<file path="src/rtl/sfp_link_ctrl.sv">
// sfp_link_ctrl: bring-up / supervision FSM for one SFP cage and its transceiver.
// Latency: sideband pins see 2 synchronizer cycles, then 1 registered FSM cycle to the outputs.
// Backpressure: none; this is pure control, the datapath simply watches link_up_o.
//
// Ports:
//   clk_i              sole clock, posedge
//   rst_i              synchronous active-high reset
//   sfp_mod_abs_i      module absent pin (async, synchronized here)
//   sfp_los_i          receiver loss of signal pin (async, synchronized here)
//   sfp_tx_fault_i     transmitter fault pin (async, synchronized here)
//   pll_lock_i         transceiver PLL lock (clk_i domain)
//   rx_sync_i          receive word alignment achieved (clk_i domain)
//   sfp_tx_disable_o   SFP TX_DISABLE, 1 = laser off
//   xcvr_rst_o         transceiver reset, active high
//   link_up_o          link usable by the datapath
//   state_o            FSM state encoding
//   link_drops_o       saturating count of LINK_UP exits (only with SFP_LINK_STATS_EN)
//
// Optional feature macro: SFP_LINK_STATS_EN adds the link_drops_o counter and port.
module sfp_link_ctrl #(
  parameter int unsigned TX_EN_WAIT   = 1024,
  parameter int unsigned RST_CYCLES   = 64,
  parameter int unsigned LOCK_TIMEOUT = 65536,
  parameter int unsigned LOS_FILTER   = 16,
  parameter int unsigned FAULT_HOLD   = 4096
) (
  input  logic       clk_i,
  input  logic       rst_i,
  input  logic       sfp_mod_abs_i,
  input  logic       sfp_los_i,
  input  logic       sfp_tx_fault_i,
  input  logic       pll_lock_i,
  input  logic       rx_sync_i,
  output logic       sfp_tx_disable_o,
  output logic       xcvr_rst_o,
  output logic       link_up_o,
  output logic [2:0] state_o
`ifdef SFP_LINK_STATS_EN
  ,
  output logic [15:0] link_drops_o
`endif
);

  typedef enum logic [2:0] {
    ST_DISABLED  = 3'd0,
    ST_TX_WAIT   = 3'd1,
    ST_XRST      = 3'd2,
    ST_WAIT_LOCK = 3'd3,
    ST_LINK_UP   = 3'd4,
    ST_FAULT     = 3'd5
  } state_t;

  // The shared counter only ever needs to reach (largest parameter - 1).
  localparam int unsigned MAX_AB = (TX_EN_WAIT > RST_CYCLES) ? TX_EN_WAIT : RST_CYCLES;
  localparam int unsigned MAX_CD = (LOCK_TIMEOUT > LOS_FILTER) ? LOCK_TIMEOUT : LOS_FILTER;
  localparam int unsigned MAX_AD = (MAX_AB > MAX_CD) ? MAX_AB : MAX_CD;
  localparam int unsigned MAX_N  = (MAX_AD > FAULT_HOLD) ? MAX_AD : FAULT_HOLD;
  localparam int unsigned CNT_W  = (MAX_N > 1) ? $clog2(MAX_N) : 1;

  // Terminal values: leaving when the counter equals N-1 means exactly N cycles in the state.
  localparam logic [CNT_W-1:0] TX_EN_LAST = CNT_W'(TX_EN_WAIT - 1);
  localparam logic [CNT_W-1:0] RST_LAST   = CNT_W'(RST_CYCLES - 1);
  localparam logic [CNT_W-1:0] LOCK_LAST  = CNT_W'(LOCK_TIMEOUT - 1);
  localparam logic [CNT_W-1:0] LOS_LAST   = CNT_W'(LOS_FILTER - 1);
  localparam logic [CNT_W-1:0] FAULT_LAST = CNT_W'(FAULT_HOLD - 1);

  // Two-flop synchronizers; reset to 1 so an unknown cage looks absent/faulty until sampled.
  logic [1:0] mod_abs_sync_q;
  logic [1:0] los_sync_q;
  logic [1:0] tx_fault_sync_q;
  logic       mod_abs_s;
  logic       los_s;
  logic       tx_fault_s;

  assign mod_abs_s  = mod_abs_sync_q[1];
  assign los_s      = los_sync_q[1];
  assign tx_fault_s = tx_fault_sync_q[1];

  always_ff @(posedge clk_i) begin
    if (rst_i) begin
      mod_abs_sync_q  <= 2'b11;
      los_sync_q      <= 2'b11;
      tx_fault_sync_q <= 2'b11;
    end else begin
      mod_abs_sync_q  <= {mod_abs_sync_q[0], sfp_mod_abs_i};
      los_sync_q      <= {los_sync_q[0], sfp_los_i};
      tx_fault_sync_q <= {tx_fault_sync_q[0], sfp_tx_fault_i};
    end
  end

  state_t           state_q, state_d;
  logic [CNT_W-1:0] cnt_q, cnt_d;
  logic             tx_dis_q, tx_dis_d;
  logic             xrst_q, xrst_d;
  logic             link_q, link_d;

  always_comb begin
    state_d = state_q;
    cnt_d   = cnt_q + CNT_W'(1);

    if (state_q == ST_DISABLED) begin
      if (!mod_abs_s) state_d = ST_TX_WAIT;
    end else if (mod_abs_s) begin
      state_d = ST_DISABLED;
    end else if (tx_fault_s && (state_q != ST_FAULT)) begin
      state_d = ST_FAULT;
    end else begin
      case (state_q)
        ST_TX_WAIT:   if (cnt_q == TX_EN_LAST) state_d = ST_XRST;
        ST_XRST:      if (cnt_q == RST_LAST) state_d = ST_WAIT_LOCK;
        ST_WAIT_LOCK: begin
          if (pll_lock_i && rx_sync_i) state_d = ST_LINK_UP;
          else if (cnt_q == LOCK_LAST) state_d = ST_XRST;
        end
        // In LINK_UP the counter tracks the current run of LOS-high cycles.
        ST_LINK_UP: begin
          if (!pll_lock_i) state_d = ST_XRST;
          else if (!los_s) cnt_d = '0;
          else if (cnt_q == LOS_LAST) state_d = ST_XRST;
        end
        ST_FAULT:     if (cnt_q == FAULT_LAST) state_d = ST_DISABLED;
        default:      state_d = ST_DISABLED;
      endcase
    end

    if ((state_d != state_q) || (state_q == ST_DISABLED)) cnt_d = '0;

    // Outputs are decoded from the next state so they toggle on the same edge as the state.
    tx_dis_d = (state_d == ST_DISABLED) || (state_d == ST_FAULT);
    xrst_d   = (state_d == ST_DISABLED) || (state_d == ST_TX_WAIT) ||
               (state_d == ST_XRST)     || (state_d == ST_FAULT);
    link_d   = (state_d == ST_LINK_UP);
  end

`ifdef SFP_LINK_STATS_EN
  logic [15:0] drops_q, drops_d;

  always_comb begin
    drops_d = drops_q;
    if ((state_q == ST_LINK_UP) && (state_d != ST_LINK_UP) && (drops_q != 16'hFFFF))
      drops_d = drops_q + 16'd1;
  end

  assign link_drops_o = drops_q;
`endif

  always_ff @(posedge clk_i) begin
    if (rst_i) begin
      state_q  <= ST_DISABLED;
      cnt_q    <= '0;
      tx_dis_q <= 1'b1;
      xrst_q   <= 1'b1;
      link_q   <= 1'b0;
`ifdef SFP_LINK_STATS_EN
      drops_q  <= 16'd0;
`endif
    end else begin
      state_q  <= state_d;
      cnt_q    <= cnt_d;
      tx_dis_q <= tx_dis_d;
      xrst_q   <= xrst_d;
      link_q   <= link_d;
`ifdef SFP_LINK_STATS_EN
      drops_q  <= drops_d;
`endif
    end
  end

  assign sfp_tx_disable_o = tx_dis_q;
  assign xcvr_rst_o       = xrst_q;
  assign link_up_o        = link_q;
  assign state_o          = state_q;

endmodule
</file>
<file path="config.mk">
export PLATFORM = sky130hd
export DESIGN_NAME = sfp_link_ctrl
export DESIGN_NICKNAME = d
export VERILOG_FILES = /design/src/rtl/sfp_link_ctrl.sv
export SDC_FILE = /design/constraint.sdc
export NUM_CORES = 1
export LEC_CHECK = 0
export CORE_ASPECT_RATIO = 1.5
export CORE_MARGIN = 2
export CORE_UTILIZATION = 38
export CTS_CLUSTER_SIZE = 28
export DETAILED_ROUTE_END_ITERATION = 7
export HOLD_SLACK_MARGIN = 0.15
export PLACE_DENSITY_LB_ADDON = 0.05
export SLEW_MARGIN = 20
export SYNTH_ARGS = -nofsm -noshare
export SYNTH_HDL_FRONTEND = slang
export SYNTH_SLANG_ARGS = --single-unit
export TNS_END_PERCENT = 50
</file>
<file path="constraint.sdc">
create_clock -name clk_i -period 4.4 [get_ports clk_i]
set_clock_uncertainty 0.2 [all_clocks]
set_input_delay 0.88 -clock clk_i [delete_from_list [all_inputs] [get_ports clk_i]]
set_output_delay 0.88 -clock clk_i [all_outputs]
set_load 0.05 [all_outputs]
</file>
==> results.md, run 1 <==
- Outcome: completed
- First-pass GRT wire length: approximately 5.9 mm
- Fmax achieved: ~330 MHz
- Worst-Margin Slew: 0.623 ns
- Flop pwr share: 52.4%
- CP peak stage delay: slightly below 0.5 ns
- Tcrit/Tclk final: 69.5%
- Slew headroom: 57.9%
- Initial Utilization: about two fifths
- Post_cts resized: 0
- Iter 0 DRT Violations: 30
- Primary FF master, synth: dfxtp_1
- CTS Buf Count: 3
- YS warnings: 0
- Rows: 28
- Number of max-cap violations: 0
- Maximum VDD drop: 147 µV
- Switching Fraction: 21.1%
- Clock root buffer: clkbuf_8
- Final Wtd Congestion: slightly below 0.9
- Most common cell after layout, fill and taps aside: dfxtp_1
- Clock Latency Late Sink: ~0.28 ns
- Tot Pwr: ~500 µW
- Synth Instances: 170
- Area grow syn2layout: 13.9%
- Hold_buf cts: 0
- Die Y: 82.2 µm
- Largest net degree at the start of global routing: 19
- Seq/Total Area, Yosys: 36.2%
- Number of I/O pins: 13
- Clock Tree Buf Depth: 2
- Post-route DRC violation count: 0
- Synthesized flop and latch total: 28
- CTS tree: done
- Port buffer count: 12
- Final Max Tran Viols: 0
- Final Hold Vio Count: 0
- Critical Path Fanout Max: 16
- Worst setup EP type: register
- Final net count: approximately 190
- Overflow after GRT: 0
- Proportion of layout cells with a drive suffix above 1: about 16%
- Fillers: between 400 and 500
- Clock-pin slew on the worst setup and hold paths: around 0.10 ns
- Worst-path cell chain: clkdlybuf4s50_1, and2_1, o32ai_1, a22oi_1, o2111ai_1, nand4_2, nor4_1
- Htree depth: 1
- DRT Pass-1 Iters: 4
- Synth Cell Area: between 1500 and 2000 µm²
- Setup_tns: 0 ns
- Most frequent cells in the layout: dfxtp_1 (28), nor2_1 (12), nand2_1 (12), clkdlybuf4s50_1 (12), nor4_2 (10)
- DIE AREA: 4620 µm²
- Vias: 1,324
- Kind of critical path: in2reg
- Min Tclk post-route: between 3 and 4 ns
- Antenna Violating Nets Remaining: 0
- Critical-path top delay cell: clkdlybuf4s50_1
- Worst EP arrival: between 3 and 4 ns
- Pwr Density: around 280 nW/µm²
- Diodes inserted: 0
- Core ar.: 3920 µm²
- Avg WL per Cell: between 15 and 20 µm
- Internal power: slightly below 400 µW
- Final setup vio count: 0
- # Post-CTS Setup Buffers: 0
- Tot GR Track Use: 16.2%
- Lkg Pwr: 0.565 nW
- DR vias/cell: about 5.9
- Hold Path Class: reg2reg
- Syn nets: between 150 and 200
- Sw power: around 100 µW
- Number of synthesized flops with an enable pin: 0
- Count of different cell masters after synthesis: slightly above 50
- Post-DP HPWL: between 2 and 3 mm
- Comb power frac: just over 6%
- Mean Syn Cell Area: roughly 9 µm²
- Worst endpoint required time: around 4.4 ns
- Routed WL: between 3 and 4 mm
- CP Launch Type: input port
- RSZ-0062 raised after global routing: no
- Clk sinks: 28
- Vias in the first global route: roughly 1,300
- Initial antenna violation count: 0
- Die width: around 56 µm
- Fin util: between 40% and 50%
- Clock power share: approximately two fifths
- Asr flop ratio synth: 0%
-- per-layer routing --
| layer | share of wire (%) | track usage (%) | wire length [µm] | vias to the layer above |
|---|---|---|---|---|
| met5 | 0 | 0 | 0 | - |
| met2 | 53 | 31.2 | 1860 | 27 |
| li1 | - | - | - | 654 |
| met1 | 41 | 16.7 | 1420 | 634 |
| met4 | 3.1 | 9.52 | 108 | 0 |
| met3 | 3.0 | 2.18 | 104 | 9 |
-- cell type report --
type                    instances  area [µm²]  area share, %
multi-input cells             131         935           52.9
flip-flops and latches         28         561           31.8
repair buffers                 13         128           7.23
well taps                      45        56.3           3.19
clock buffers                   3        41.3           2.34
clock inverters                 1        30.0           1.70
inverters                       4        15.0          0.850
-- registers in the layout (all words and copies together), names as in the netlist --
signal	flops
cnt_q	16
link_up_o	1
los_sync_q	2
mod_abs_sync_q	2
sfp_tx_disable_o	1
state_o	3
tx_fault_sync_q	2
xcvr_rst_o	1
-- synthesized netlist by cell type (all sizes together) (2+ instances only) --
library cell  number  share of area, %
a21oi              6               1.9
and2               3               1.2
and3               3               1.2
and4               3               1.7
buf                4               1.9
clkbuf             3              0.73
dfxtp             28                36
inv                4              0.97
nand2             12               2.9
nand2b             4               1.6
nand3              6               2.3
nand4              4               2.0
nor2              13               3.6
nor2b              2              0.81
nor3               4               1.3
nor4              19                13
o21ai              6               1.9
o21bai             2              0.97
o221ai             2               1.1
o31ai              2              0.97
or2                6               2.4
xnor2              7               4.0
xor2               7               4.0
-- critical path: cells and delay by family --
family | cells | cell delay, ns
AND/OR/NAND/NOR | 3 | 1.08
AO/OA/AOI/OAI | 3 | 0.59
buffers and inverters | 1 | 0.49
-- worst paths after layout --
| kind | start | to | slack (ns) | cells past startpoint |
|---|---|---|---|---|
| setup / recovery | pll_lock_i | cnt_q[14]$_SDFF_PP0_ | 1.34 | 7 |
| hold / removal | tx_fault_sync_q[0]$_SDFF_PP1_ | tx_fault_sync_q[1]$_SDFF_PP1_ | 0.22 | 1 |
| setup reg to reg | state_o[2]$_SDFF_PP0_ | cnt_q[14]$_SDFF_PP0_ | 1.56 | 6 |
| hold reg to reg | tx_fault_sync_q[0]$_SDFF_PP1_ | tx_fault_sync_q[1]$_SDFF_PP1_ | 0.22 | 1 |
-- power groups by stage --
stage          registers, mW  clock network, mW  logic (mW)
3_3_place_gp           0.266                  0      0.0301
2_1_floorplan          0.267                  0      0.0178
6_report               0.260              0.206      0.0301
4_1_cts                0.260              0.214      0.0303
3_5_place_dp           0.266                  0      0.0301
5_1_grt                0.261              0.223      0.0326
-- cells by family (layout without fill, tap and decap cells) --
family,after synthesis,in the layout,synth area share (%)
DFF,28,28,36.2
buffers and inverters,11,21,3.55
xor gates and xnor gates,14,14,7.91
muxes,2,2,1.37
AOI/OAI and AO/OA,30,30,13.6
and+or+nand+nor,84,84,36.6
adders and majority gates,1,1,0.807
-- stage by stage --
stage / area (µm²) / hold WS [ns] / worst slack (ns) / cells
after floorplan: 1550 / 0.189 / 1.92 / 170
after global placement: 1690 / 0.194 / 1.11 / 221
after detailed placement: 1690 / 0.193 / 1.03 / 221
after CTS: 1770 / 0.220 / 1.33 / 225
after global routing: 1770 / 0.239 / 1.08 / 225
final: 1770 / 0.216 / 1.34 / 225
Note: power is estimated with default switching activity, not from simulation.
==> run 2, diff against run 1 <==
clock period = 3.18 ns   (was 4.4 ns; I/O delays follow)
==> run 2 against run 1 <==
Effect of this change: clock power is 34% higher; combinational power is 42% higher; hold slack better by 0.0012 ns; critical path depth is 6 lower; critical path type is now reg2out; largest cell class unchanged; highest routed layer unchanged.
==> results.md, run 2 (synthesis gave the netlist of run 1 again) <==
- Worst-path cell chain: clkdlybuf4s50_1
- Core ar.: 3920 µm²
- Hold_buf cts: 0
- Slew headroom: between 60% and 70%
- Clock root buffer: clkbuf_8
- Clock Latency Late Sink: 0.27 ns
- Critical-path top delay cell: clkdlybuf4s50_1
- Critical path's top delay family: buffers and inverters
- Largest register FFs: 16
- Min Tclk post-route: approximately 2.7 ns
- Pwr Density: about 380 nW/µm²
- CP Launch Type: register
- Number of I/O pins: 13
- CTS tree: done
- Htree depth: 1
- Most common cell after layout, fill and taps aside: dfxtp_1
- Worst-Margin Slew: ~0.54 ns
- Worst endpoint required time: roughly 2.3 ns
- Maximum VDD drop: about 220 µV
- Reg2reg start: cnt_q[0]$_SDFF_PP0_
- Initial Utilization: just under 40%
- Post-route DRC violation count: 0
- Kind of critical path: reg2out
- Diodes inserted: 0
- Die Y: roughly 82 µm
- DR vias/cell: between 5 and 6
- Port buffer count: 12
- Worst reg2reg path depth: 7
- Outcome: completed
- Proportion of layout cells with a drive suffix above 1: between 10% and 20%
- Tcrit/Tclk final: 83.5%
- Final Wtd Congestion: ~0.94
- Critical Path Fanout Max: 15
- Vias in the first global route: between 1,000 and 1,500
- Worst EP arrival: between 1.5 and 2 ns
- CTS Buf Count: 3
- Hold Path Class: reg2reg
- Largest net degree at the start of global routing: 17
- First-pass GRT wire length: between 6 and 7 mm
- Rows: 28
- DIE AREA: 4620 µm²
- Critical path depth in cells: 1
- Worst Setup SP: state_o[0]$_SDFF_PP0_
- Setup_tns: 0 ns
- Overflow after GRT: 0
- Crit path to: state_o[0]
- Initial antenna violation count: 0
- Antenna Violating Nets Remaining: 0
- Final net count: 191
- DRT Pass-1 Iters: 4
- Clk sinks: 28
- Clock Tree Buf Depth: 2
- CP peak stage delay: 0.90 ns
- Die width: around 56 µm
- RSZ-0062 raised after global routing: no
- Crit path buffers/inverters: 1
- Routed WL: around 3.6 mm
- Tot Pwr: roughly 700 µW
- Vias: around 1,300
- Worst setup EP type: output pin
- RR Endpoint: cnt_q[14]$_SDFF_PP0_
- Clock-pin slew on the worst setup and hold paths: about 0.090 ns
- Final Hold Vio Count: 0
- # Post-CTS Setup Buffers: 0
- Top reg by flops: cnt_q
- Most frequent cells in the layout: dfxtp_1 (28), nor2_1 (12), nand2_1 (12), clkdlybuf4s50_1 (12), nor4_2 (10)
- Final setup vio count: 0
- Reg-to-reg slack, setup: 0.63 ns
- Post-DP HPWL: between 2 and 3 mm
- Area grow syn2layout: 14.9%
- Fmax achieved: about 380 MHz
- Iter 0 DRT Violations: just over 80
- Number of max-cap violations: 0
- Lkg Pwr: 0.575 nW
- Final Max Tran Viols: 0
- Tot GR Track Use: 16.8%
- Avg WL per Cell: around 16 µm
- Post_cts resized: 0
[run 2: area by class of cell]
type / instances / area [µm²]
multi-input combinational: 131 / 935
fill: 400 / 2140
sequential: 28 / 561
tap: 45 / 56.3
clock buffer: 3 / 41.3
clock inverter: 1 / 30.0
inverter: 4 / 15.0
timing repair buffer: 15 / 143
[run 2: how the worst min path moves through the flow]
stage                                        startpoint                             to  slack, ns  cells past startpoint
after global routing      tx_fault_sync_q[0]$_SDFF_PP1_  tx_fault_sync_q[1]$_SDFF_PP1_       0.25                      1
after global placement    tx_fault_sync_q[0]$_SDFF_PP1_  tx_fault_sync_q[1]$_SDFF_PP1_       0.20                      1
final                     tx_fault_sync_q[0]$_SDFF_PP1_  tx_fault_sync_q[1]$_SDFF_PP1_       0.22                      1
after floorplan                los_sync_q[0]$_SDFF_PP1_       los_sync_q[1]$_SDFF_PP1_       0.19                      1
after detailed placement  tx_fault_sync_q[0]$_SDFF_PP1_  tx_fault_sync_q[1]$_SDFF_PP1_       0.20                      1
after CTS                 tx_fault_sync_q[0]$_SDFF_PP1_  tx_fault_sync_q[1]$_SDFF_PP1_       0.22                      1
[run 2: report_power, final]
part / total (mW) / internal, mW / leakage, nW / switching (mW)
logic: 0.0428 / 0.0186 / 0.312 / 0.0242
registers: 0.360 / 0.355 / 0.227 / 0.00520
clock network: 0.276 / 0.168 / 0.0357 / 0.108
[run 2: through the flow]
step	setup slack (ns)	instance area, µm²	util [%]	instances	hold WS (ns)
2_1_floorplan	0.697	1550	-	170	0.189
3_3_place_gp	0.394	1710	43.6	223	0.197
3_5_place_dp	0.364	1710	43.6	223	0.195
4_1_cts	0.536	1780	45.4	227	0.222
5_1_grt	0.407	1780	45.4	227	0.252
6_report	0.525	1780	45.4	227	0.217
[run 2: routing by layer]
layer	vias to the layer above	track usage [%]	share of wire (%)
li1	656	-	-
met2	52	31.3	52
met1	619	18.1	39
met5	-	0	0
met3	16	2.34	4.4
met4	0	10.0	4.1
